--- src/rtl/uart_pkg.sv ---
// Shared definitions for the UART transmitter/receiver slice.
//   uart_state_e : state encoding used by both the TX and the RX FSM
//   DATA_BITS    : payload bits per frame (8N1 framing)
//   START_LEVEL  : line level of the start bit
//   STOP_LEVEL   : line level of the stop bit (also the idle level)
//   CNT_W        : width of the bit-cycle counter (covers 4..65535 cycles per bit)
package uart_pkg;

    typedef enum logic [1:0] {
        ST_IDLE  = 2'd0,
        ST_START = 2'd1,
        ST_DATA  = 2'd2,
        ST_STOP  = 2'd3
    } uart_state_e;

    localparam int   DATA_BITS   = 8;
    localparam logic START_LEVEL = 1'b0;
    localparam logic STOP_LEVEL  = 1'b1;
    localparam int   CNT_W       = 16;

endpackage

--- src/rtl/uart_tx_rx_if.sv ---
// Bundle of the UART user-side and line-side signals.
//   tx_data_valid   : transmit request (level)
//   tx_data_in      : byte to transmit
//   serial_data_out : TX line, idles high
//   tx_active       : high while a frame is on the line
//   tx_done         : one-cycle pulse on the last cycle of the stop bit
//   serial_in       : RX line, asynchronous to the clock
//   rx_data_out     : last correctly received byte
//   rx_data_valid   : one-cycle pulse when rx_data_out is updated
//   tx_state/rx_state : FSM state, for observation only
//
// Handshake: there is no ready signal. A request (tx_data_valid=1) is accepted
// on any rising edge where TX is idle (tx_active=0) or finishing a frame
// (tx_done=1); tx_data_in is captured on that same edge. Holding tx_data_valid
// high streams frames with no idle time between them. rx_data_valid is a
// single-cycle strobe with no back-pressure; rx_data_out holds until the next
// good byte.
interface uart_tx_rx_if;
    import uart_pkg::*;

    logic        tx_data_valid;
    logic [7:0]  tx_data_in;
    logic        serial_data_out;
    logic        tx_active;
    logic        tx_done;
    logic        serial_in;
    logic [7:0]  rx_data_out;
    logic        rx_data_valid;
    uart_state_e tx_state;
    uart_state_e rx_state;

    modport master (
        output tx_data_valid, tx_data_in, serial_in,
        input  serial_data_out, tx_active, tx_done, rx_data_out, rx_data_valid,
        input  tx_state, rx_state
    );

    modport slave (
        input  tx_data_valid, tx_data_in, serial_in,
        output serial_data_out, tx_active, tx_done, rx_data_out, rx_data_valid,
        output tx_state, rx_state
    );

endinterface

--- src/rtl/uart_bit_timer.sv ---
// Bit-period cycle counter shared by the TX and RX paths.
//   i_clk, i_rst : clock, asynchronous active-high reset
//   clear        : hold the count at 0 (restart the period)
//   half         : count == (clk_per_bit-1)/2, the mid-bit point
//   full         : count == clk_per_bit-1, the last cycle of a bit; the
//                  counter wraps to 0 on the following edge
// clk_per_bit is expected in 4..65535.
module uart_bit_timer
    import uart_pkg::*;
#(
    parameter int clk_per_bit = 104
) (
    input  logic i_clk,
    input  logic i_rst,
    input  logic clear,
    output logic half,
    output logic full
);

    localparam logic [CNT_W-1:0] HALF_VAL = CNT_W'((clk_per_bit - 1) / 2);
    localparam logic [CNT_W-1:0] FULL_VAL = CNT_W'(clk_per_bit - 1);

    logic [CNT_W-1:0] count;

    always_ff @(posedge i_clk or posedge i_rst) begin
        if (i_rst) begin
            count <= '0;
        end else if (clear || full) begin
            count <= '0;
        end else begin
            count <= count + 1'b1;
        end
    end

    assign half = (count == HALF_VAL);
    assign full = (count == FULL_VAL);

endmodule

--- src/rtl/uart_tx_rx.sv ---
// 8N1 UART transmitter and receiver running independently on one clock.
//   no_clk_per_bit : clock cycles per bit (4..65535)
//   i_clk          : sole clock, rising edge
//   i_rst          : asynchronous active-high reset; aborts any frame
//   bus            : uart_tx_rx_if.slave (request, line and status signals)
module uart_tx_rx
    import uart_pkg::*;
#(
    parameter int no_clk_per_bit = 104
) (
    input  logic         i_clk,
    input  logic         i_rst,
    uart_tx_rx_if.slave  bus
);

    // ------------------------------------------------------------ TX path
    uart_state_e tx_state, tx_next;
    logic [7:0]  tx_shreg;
    logic [2:0]  tx_idx;
    logic        tx_clear, tx_full, tx_half_unused;
    logic        tx_load;
    logic        tx_line, tx_act, tx_end;

    uart_bit_timer #(.clk_per_bit(no_clk_per_bit)) u_tx_timer (
        .i_clk (i_clk),
        .i_rst (i_rst),
        .clear (tx_clear),
        .half  (tx_half_unused),
        .full  (tx_full)
    );

    always_ff @(posedge i_clk or posedge i_rst) begin
        if (i_rst) tx_state <= ST_IDLE;
        else       tx_state <= tx_next;
    end

    always_comb begin
        tx_next = tx_state;
        case (tx_state)
            ST_IDLE:  if (bus.tx_data_valid) tx_next = ST_START;
            ST_START: if (tx_full) tx_next = ST_DATA;
            ST_DATA:  if (tx_full && tx_idx == 3'(DATA_BITS - 1)) tx_next = ST_STOP;
            // The last stop cycle doubles as the idle sampling point, so a
            // held request chains straight into the next start bit.
            ST_STOP:  if (tx_full) tx_next = bus.tx_data_valid ? ST_START : ST_IDLE;
            default:  tx_next = ST_IDLE;
        endcase
    end

    always_comb begin
        tx_clear = 1'b0;
        tx_load  = 1'b0;
        tx_line  = STOP_LEVEL;
        tx_act   = 1'b0;
        tx_end   = 1'b0;
        case (tx_state)
            ST_IDLE: begin
                tx_clear = 1'b1;
                tx_load  = bus.tx_data_valid;
            end
            ST_START: begin
                tx_line = START_LEVEL;
                tx_act  = 1'b1;
            end
            ST_DATA: begin
                tx_line = tx_shreg[tx_idx];
                tx_act  = 1'b1;
            end
            ST_STOP: begin
                tx_line = STOP_LEVEL;
                tx_act  = 1'b1;
                tx_end  = tx_full;
                tx_load = tx_full && bus.tx_data_valid;
            end
            default: tx_clear = 1'b1;
        endcase
    end

    always_ff @(posedge i_clk or posedge i_rst) begin
        if (i_rst) begin
            tx_shreg <= '0;
            tx_idx   <= '0;
        end else if (tx_load) begin
            tx_shreg <= bus.tx_data_in;
            tx_idx   <= '0;
        end else if (tx_state == ST_DATA && tx_full) begin
            tx_idx <= tx_idx + 3'd1;
        end
    end

    // Line and status come straight from the state, so reset forces the
    // line high and tx_active low without waiting for a clock edge.
    assign bus.serial_data_out = tx_line;
    assign bus.tx_active       = tx_act;
    assign bus.tx_done         = tx_end;
    assign bus.tx_state        = tx_state;

    // ------------------------------------------------------------ RX path
    logic        rx_meta, rx_sync;
    uart_state_e rx_state, rx_next;
    logic [7:0]  rx_shreg;
    logic [2:0]  rx_idx;
    logic        rx_err;
    logic        rx_clear, rx_half, rx_full;
    logic        rx_shift, rx_commit, rx_flag_err;
    logic [7:0]  rx_data_q;
    logic        rx_valid_q;

    // Two-flop synchronizer; resets to the idle (stop) level.
    always_ff @(posedge i_clk or posedge i_rst) begin
        if (i_rst) begin
            rx_meta <= STOP_LEVEL;
            rx_sync <= STOP_LEVEL;
        end else begin
            rx_meta <= bus.serial_in;
            rx_sync <= rx_meta;
        end
    end

    uart_bit_timer #(.clk_per_bit(no_clk_per_bit)) u_rx_timer (
        .i_clk (i_clk),
        .i_rst (i_rst),
        .clear (rx_clear),
        .half  (rx_half),
        .full  (rx_full)
    );

    always_ff @(posedge i_clk or posedge i_rst) begin
        if (i_rst) rx_state <= ST_IDLE;
        else       rx_state <= rx_next;
    end

    always_comb begin
        rx_next = rx_state;
        case (rx_state)
            ST_IDLE:  if (rx_sync == START_LEVEL) rx_next = ST_START;
            // Re-check the start bit at its middle; a high line was a glitch.
            ST_START: if (rx_half) rx_next = (rx_sync == START_LEVEL) ? ST_DATA : ST_IDLE;
            ST_DATA:  if (rx_full && rx_idx == 3'(DATA_BITS - 1)) rx_next = ST_STOP;
            ST_STOP: begin
                if (rx_err) begin
                    // Framing error: wait for the line to go back to idle.
                    if (rx_sync == STOP_LEVEL) rx_next = ST_IDLE;
                end else if (rx_full && rx_sync == STOP_LEVEL) begin
                    rx_next = ST_IDLE;
                end
            end
            default:  rx_next = ST_IDLE;
        endcase
    end

    always_comb begin
        rx_clear    = 1'b0;
        rx_shift    = 1'b0;
        rx_commit   = 1'b0;
        rx_flag_err = 1'b0;
        case (rx_state)
            ST_IDLE:  rx_clear = 1'b1;
            // Restart the period at mid-start so every later full flag
            // lands in the middle of a bit.
            ST_START: rx_clear = rx_half;
            ST_DATA:  rx_shift = rx_full;
            ST_STOP: begin
                if (rx_err) begin
                    rx_clear = 1'b1;
                end else if (rx_full) begin
                    rx_commit   = (rx_sync == STOP_LEVEL);
                    rx_flag_err = (rx_sync != STOP_LEVEL);
                end
            end
            default:  rx_clear = 1'b1;
        endcase
    end

    always_ff @(posedge i_clk or posedge i_rst) begin
        if (i_rst) begin
            rx_shreg   <= '0;
            rx_idx     <= '0;
            rx_err     <= 1'b0;
            rx_data_q  <= '0;
            rx_valid_q <= 1'b0;
        end else begin
            rx_valid_q <= rx_commit;
            if (rx_commit) begin
                rx_data_q <= rx_shreg;
            end
            if (rx_shift) begin
                rx_shreg <= {rx_sync, rx_shreg[7:1]};
                rx_idx   <= rx_idx + 3'd1;
            end
            if (rx_flag_err) begin
                rx_err <= 1'b1;
            end else if (rx_state == ST_STOP && rx_err && rx_sync == STOP_LEVEL) begin
                rx_err <= 1'b0;
            end
        end
    end

    assign bus.rx_data_out   = rx_data_q;
    assign bus.rx_data_valid = rx_valid_q;
    assign bus.rx_state      = rx_state;

endmodule

--- src/flat_wrapper.sv ---
// flat-port wrapper written by rule: the top's interface ports become plain ports
module uart_tx_rx_flat import uart_pkg::*;
#(
    parameter int no_clk_per_bit = 104
)
  (i_clk, i_rst, bus_tx_data_valid, bus_tx_data_in, bus_serial_in, bus_serial_data_out, bus_tx_active, bus_tx_done, bus_rx_data_out, bus_rx_data_valid, bus_tx_state, bus_rx_state);
  uart_tx_rx_if bus_i ();
  input  logic i_clk;
  input  logic i_rst;
  input wire logic [$bits(bus_i.tx_data_valid)-1:0] bus_tx_data_valid;
  input wire logic [$bits(bus_i.tx_data_in)-1:0] bus_tx_data_in;
  input wire logic [$bits(bus_i.serial_in)-1:0] bus_serial_in;
  output wire logic [$bits(bus_i.serial_data_out)-1:0] bus_serial_data_out;
  output wire logic [$bits(bus_i.tx_active)-1:0] bus_tx_active;
  output wire logic [$bits(bus_i.tx_done)-1:0] bus_tx_done;
  output wire logic [$bits(bus_i.rx_data_out)-1:0] bus_rx_data_out;
  output wire logic [$bits(bus_i.rx_data_valid)-1:0] bus_rx_data_valid;
  output wire logic [$bits(bus_i.tx_state)-1:0] bus_tx_state;
  output wire logic [$bits(bus_i.rx_state)-1:0] bus_rx_state;
  assign bus_i.tx_data_valid = bus_tx_data_valid;
  assign bus_i.tx_data_in = bus_tx_data_in;
  assign bus_i.serial_in = bus_serial_in;
  assign bus_serial_data_out = bus_i.serial_data_out;
  assign bus_tx_active = bus_i.tx_active;
  assign bus_tx_done = bus_i.tx_done;
  assign bus_rx_data_out = bus_i.rx_data_out;
  assign bus_rx_data_valid = bus_i.rx_data_valid;
  assign bus_tx_state = bus_i.tx_state;
  assign bus_rx_state = bus_i.rx_state;
  uart_tx_rx #(.no_clk_per_bit(no_clk_per_bit)) u_core (.i_clk(i_clk), .i_rst(i_rst), .bus(bus_i));
endmodule
--- config.mk ---
export PLATFORM = sky130hd
export DESIGN_NAME = uart_tx_rx_flat
export DESIGN_NICKNAME = d
export VERILOG_FILES = /design/src/rtl/uart_pkg.sv /design/src/rtl/uart_tx_rx_if.sv /design/src/rtl/uart_bit_timer.sv /design/src/rtl/uart_tx_rx.sv /design/src/flat_wrapper.sv
export SDC_FILE = /design/constraint.sdc
export NUM_CORES = 1
export LEC_CHECK = 0
export CORE_AREA = 2 2 85 120
export CTS_CLUSTER_SIZE = 30
export DETAILED_ROUTE_END_ITERATION = 7
export DIE_AREA = 0 0 87 122
export GPL_TIMING_DRIVEN = 0
export HOLD_SLACK_MARGIN = 0.12
export PLACE_DENSITY_LB_ADDON = 0.2
export SYNTH_ARGS = -nofsm -noshare
export SYNTH_HDL_FRONTEND = slang
export SYNTH_SLANG_ARGS = --single-unit
--- constraint.sdc ---
create_clock -name i_clk -period 2.5 [get_ports i_clk]
set_input_delay 0.375 -clock i_clk [delete_from_list [all_inputs] [get_ports i_clk]]
set_output_delay 0.375 -clock i_clk [all_outputs]
set_load 0.01 [all_outputs]
==> results.yml, run 1 <==
die:
  die_h_um: 122
  io_pins: 28
  fp.dieW_um: 87
  core_area_sq_um: 9630
  die-area_sq_um: 10600
  initial_utilization: 0.341
  fp-row-count: 43
logic_synthesis:
  yosysUniqueCellTypes: 42
  synth_top_area_frac: 0.519
  syn_avg_cell_area_sq_um: 11.3
  synthMuxAreaShare: 0.113
  synth_xor_area_frac: 0.0801
  synth-seq-area-share: 0.535
  netlist_area_sq_um: 3280
  synth_top_flop_cell: "dfrtp_1"
  yosys_warnings: 0
  synthSimpleGateAreaFrac: 0.176
  synth_area_leaders: "dfrtp_1 52%, mux2_2 9.3%, nor2_1 4.8%, xor2_1 4.5%, ha_1 4.2%"
  yosysTopAreaCell: "dfrtp_1"
  synth_edf_count: 0
  synth_top_family_by_area: "simple AND/OR/NAND/NOR gates"
  synth_nets: 312
  synth-adder-area-share: 0.0420
  synth_compound_area_frac: 0.0378
  ys_ff_latch: 70
  synthArstFlopShare: 1.00
  synthCells: 289
sta:
  min_period_ns: 2.41
  hold_violations: 0
  whs_ns: 0.371
  post-route-period-util: 0.964
  rsz0062_at_grt: "false"
  max_freq_mhz: 415
  setup_tns_ns: 0
  skew_ns: 0.00514
  worst_pin_slew_ns: 0.851
  setup_viol: 0
  relSlewSlack: 0.432
  slew_viol_final: 0
pwr:
  p_int_w: 0.00189
  p_comb_frac: 0.025
  clock_power_share: 0.486
  seqPwrFrac: 0.490
  swShare: 0.197
  p_sw_w: 0.000465
  power_leakage_nw: 1.84
  power_density_nw_per_um2: 583
  ir_drop_uv: 336
place:
  gp_congestion: 0.775
  port_buffers: 27
  dpl.hpwl_um: 3960
  dpl_cell_area_sq_um: 3690
final_layout:
  n_antenna_cell: 0
  nets: 352
  syn_to_final_growth_pct: 23.3
  final_cell_mix: "67 x dfrtp_1, 42 x nor2_1, 27 x mux2_2, 27 x clkdlybuf4s50_1, 19 x nand2_1"
  final_common_cell: "dfrtp_1"
  drive_above_1_share: 0.177
  fin_area_sq_um: 4040
global_route:
  grt_max_degree: 71
  grt_remaining_overflow: 0
  grt_pass1_wl_um: 10000
  antenna_found_initial: 0
  grt_pass1_vias: 2180
  grtUsageTotal: 0.122
clocking:
  root_buffer: "clkbuf_16"
  cts_tree: "yes"
  cts_buffers: 9
  clk_latency_ns: 0.33
  h-tree-depth: 3
  clock_path_buffers: 2
  hold_buffers: 0
  clk_pin_slew_worst_paths_ns: 0.05
  cts_num_sinks: 70
critical_path:
  reg2reg_depth: 5
  crit_family: "multiplexers"
  slowest_stage: "mux4_2"
  endpoint_kind: "output pin"
  worstPathRequired_ns: 2.12
  start_kind: "flop"
  cp_data_arrival_time_ns: 2.04
  cp_num_buf_inv: 1
  worstPathMaxFanout: 4
  crit_type: "flop to output pin"
  slowest_delay_ns: 0.51
  cp.depth: 4
  crit_top_cell: "mux2i_1"
  crit_chain: "mux4_2 > mux2i_1 > mux2i_1 > clkdlybuf4s50_1"
drt:
  vias_per_cell: 4.98
  wl_per_cell_um: 12.9
  drc: 0
  antenna_left: 0
  dr.pass1.iters: 4
  drtIter0Drc: 129
  routed-via-count: 2215
  wl_um: 5730
outcome:
  status: "finished, final reports clean"
worst_hold_path:
  hp-class: "flop to flop"
  hold_depth: 0
job:
  maxCapViolCount: 0
[kinds of logic after synthesis]
| family | Yosys count |
|---|---|
| XOR/XNOR | 30 |
| multiplexers | 31 |
| buffers and inverters | 14 |
| adder cells (fa/ha/maj) | 11 |
| AO/OA/AOI/OAI | 19 |
| flip-flops | 70 |
| AND/OR/NAND/NOR | 114 |
[area by class of cell]
cell class	instances	area, sq um
multi-input combinational	205	1520
fill	929	5590
tap	112	140
clock buffer	14	264
clock inverter	1	5.00
timing repair buffer	29	298
inverter	7	28.8
sequential	70	1760
buffer	7	28.8
[timing repair]
item,CTS,global route
endpoints found under the hold margin,0,0
resized for setup,1,11
pin swaps,1,1
buffers inserted,1,1
endpoints found under the setup margin,17,28
[path summary, 6_finish.rpt]
| kind | start | endpoint | slack (ns) |
|---|---|---|---|
| setup / recovery | u_core.tx_idx[0] | bus_serial_data_out | 0.09 |
| setup reg to reg | u_core.u_rx_timer.count[12] | u_core.bus.rx_data_out[2] | 0.13 |
| hold reg to reg | u_core.rx_meta | u_core.rx_sync | 0.37 |
| max in group asynchronous | i_rst | u_core.tx_idx[0] | 1.34 |
| min in group asynchronous | i_rst | u_core.tx_shreg[6] | 0.57 |
| hold / removal | u_core.rx_meta | u_core.rx_sync | 0.37 |
[cell usage after synthesis, types with 2 or more instances]
cell,n
a31oi_1,2
ha_1,11
a21oi_1,6
a21o_1,2
inv_1,7
nor3b_1,2
dfstp_2,2
clkbuf_1,6
and3_1,6
mux4_2,2
nor3_1,4
nand3_1,16
nand2_1,19
mux2i_1,2
and4_1,3
mux2_2,27
o21ai_0,2
or4_1,2
xor2_1,17
nor4_1,5
nor2b_1,2
nand4_1,3
dfrtp_1,68
nand2b_1,2
nor2_1,42
xnor2_1,13
[metal layers]
metal  share of wire  track usage
met1            0.45        0.151
met2            0.49        0.186
met3           0.024       0.0224
met4           0.027       0.0938
met5               0            0
[per-stage QoR]
stage / setup slack (ns) / total power, W / utilization / cells
2_1_floorplan: 0.179 / 0.00121 / - / 289
3_3_place_gp: -0.918 / 0.00123 / 0.383 / 428
3_5_place_dp: -0.0684 / 0.00124 / 0.383 / 428
4_1_cts: 0.0104 / 0.00240 / 0.414 / 444
5_1_grt: 0.0117 / 0.00246 / 0.420 / 445
6_report: 0.0888 / 0.00236 / 0.420 / 445
[registers in the layout, summed over array words and instances, names as in the netlist, named ones only]
signal,count
u_core.rx_err,1
u_core.bus.tx_state,2
u_core.rx_sync,1
u_core.bus.rx_state,1
u_core.u_tx_timer.count,16
u_core.rx_idx,3
u_core.rx_shreg,8
u_core.rx_meta,1
u_core.tx_idx,3
u_core.bus.rx_data_out,8
u_core.bus.rx_data_valid,1
u_core.u_rx_timer.count,16
u_core.tx_shreg,8
[power by group through the flow]
stage / Combinational (W) / Sequential (W) / Clock [W]
finish: 0.0000582 / 0.00116 / 0.00115
detailed placement: 0.0000612 / 0.00117 / 0
global route: 0.0000678 / 0.00116 / 0.00124
global placement: 0.0000599 / 0.00117 / 0
CTS: 0.0000611 / 0.00115 / 0.00118
floorplan: 0.0000342 / 0.00117 / 0
[worst reg2reg max path, cell delays in order, from the launching register on]
cell	delay [ns]
dfrtp_1	0.40
or4_1	0.61
or4_4	0.59
nor3_4	0.17
buf_12	0.15
mux2_2	0.32
No activity file was read; power rests on OpenSTA's default activity.
==> run 2, diff against run 1 <==
--- a/config.mk
+++ b/config.mk
@@ -5,6 +5,7 @@
 export SDC_FILE = /design/constraint.sdc
 export NUM_CORES = 1
 export LEC_CHECK = 0
+export CAP_MARGIN = 25
 export CORE_AREA = 2 2 85 120
 export CTS_CLUSTER_SIZE = 30
 export DETAILED_ROUTE_END_ITERATION = 7
==> results of run 2 <==
Final layout, timing and power as in run 1 (identical DEF).
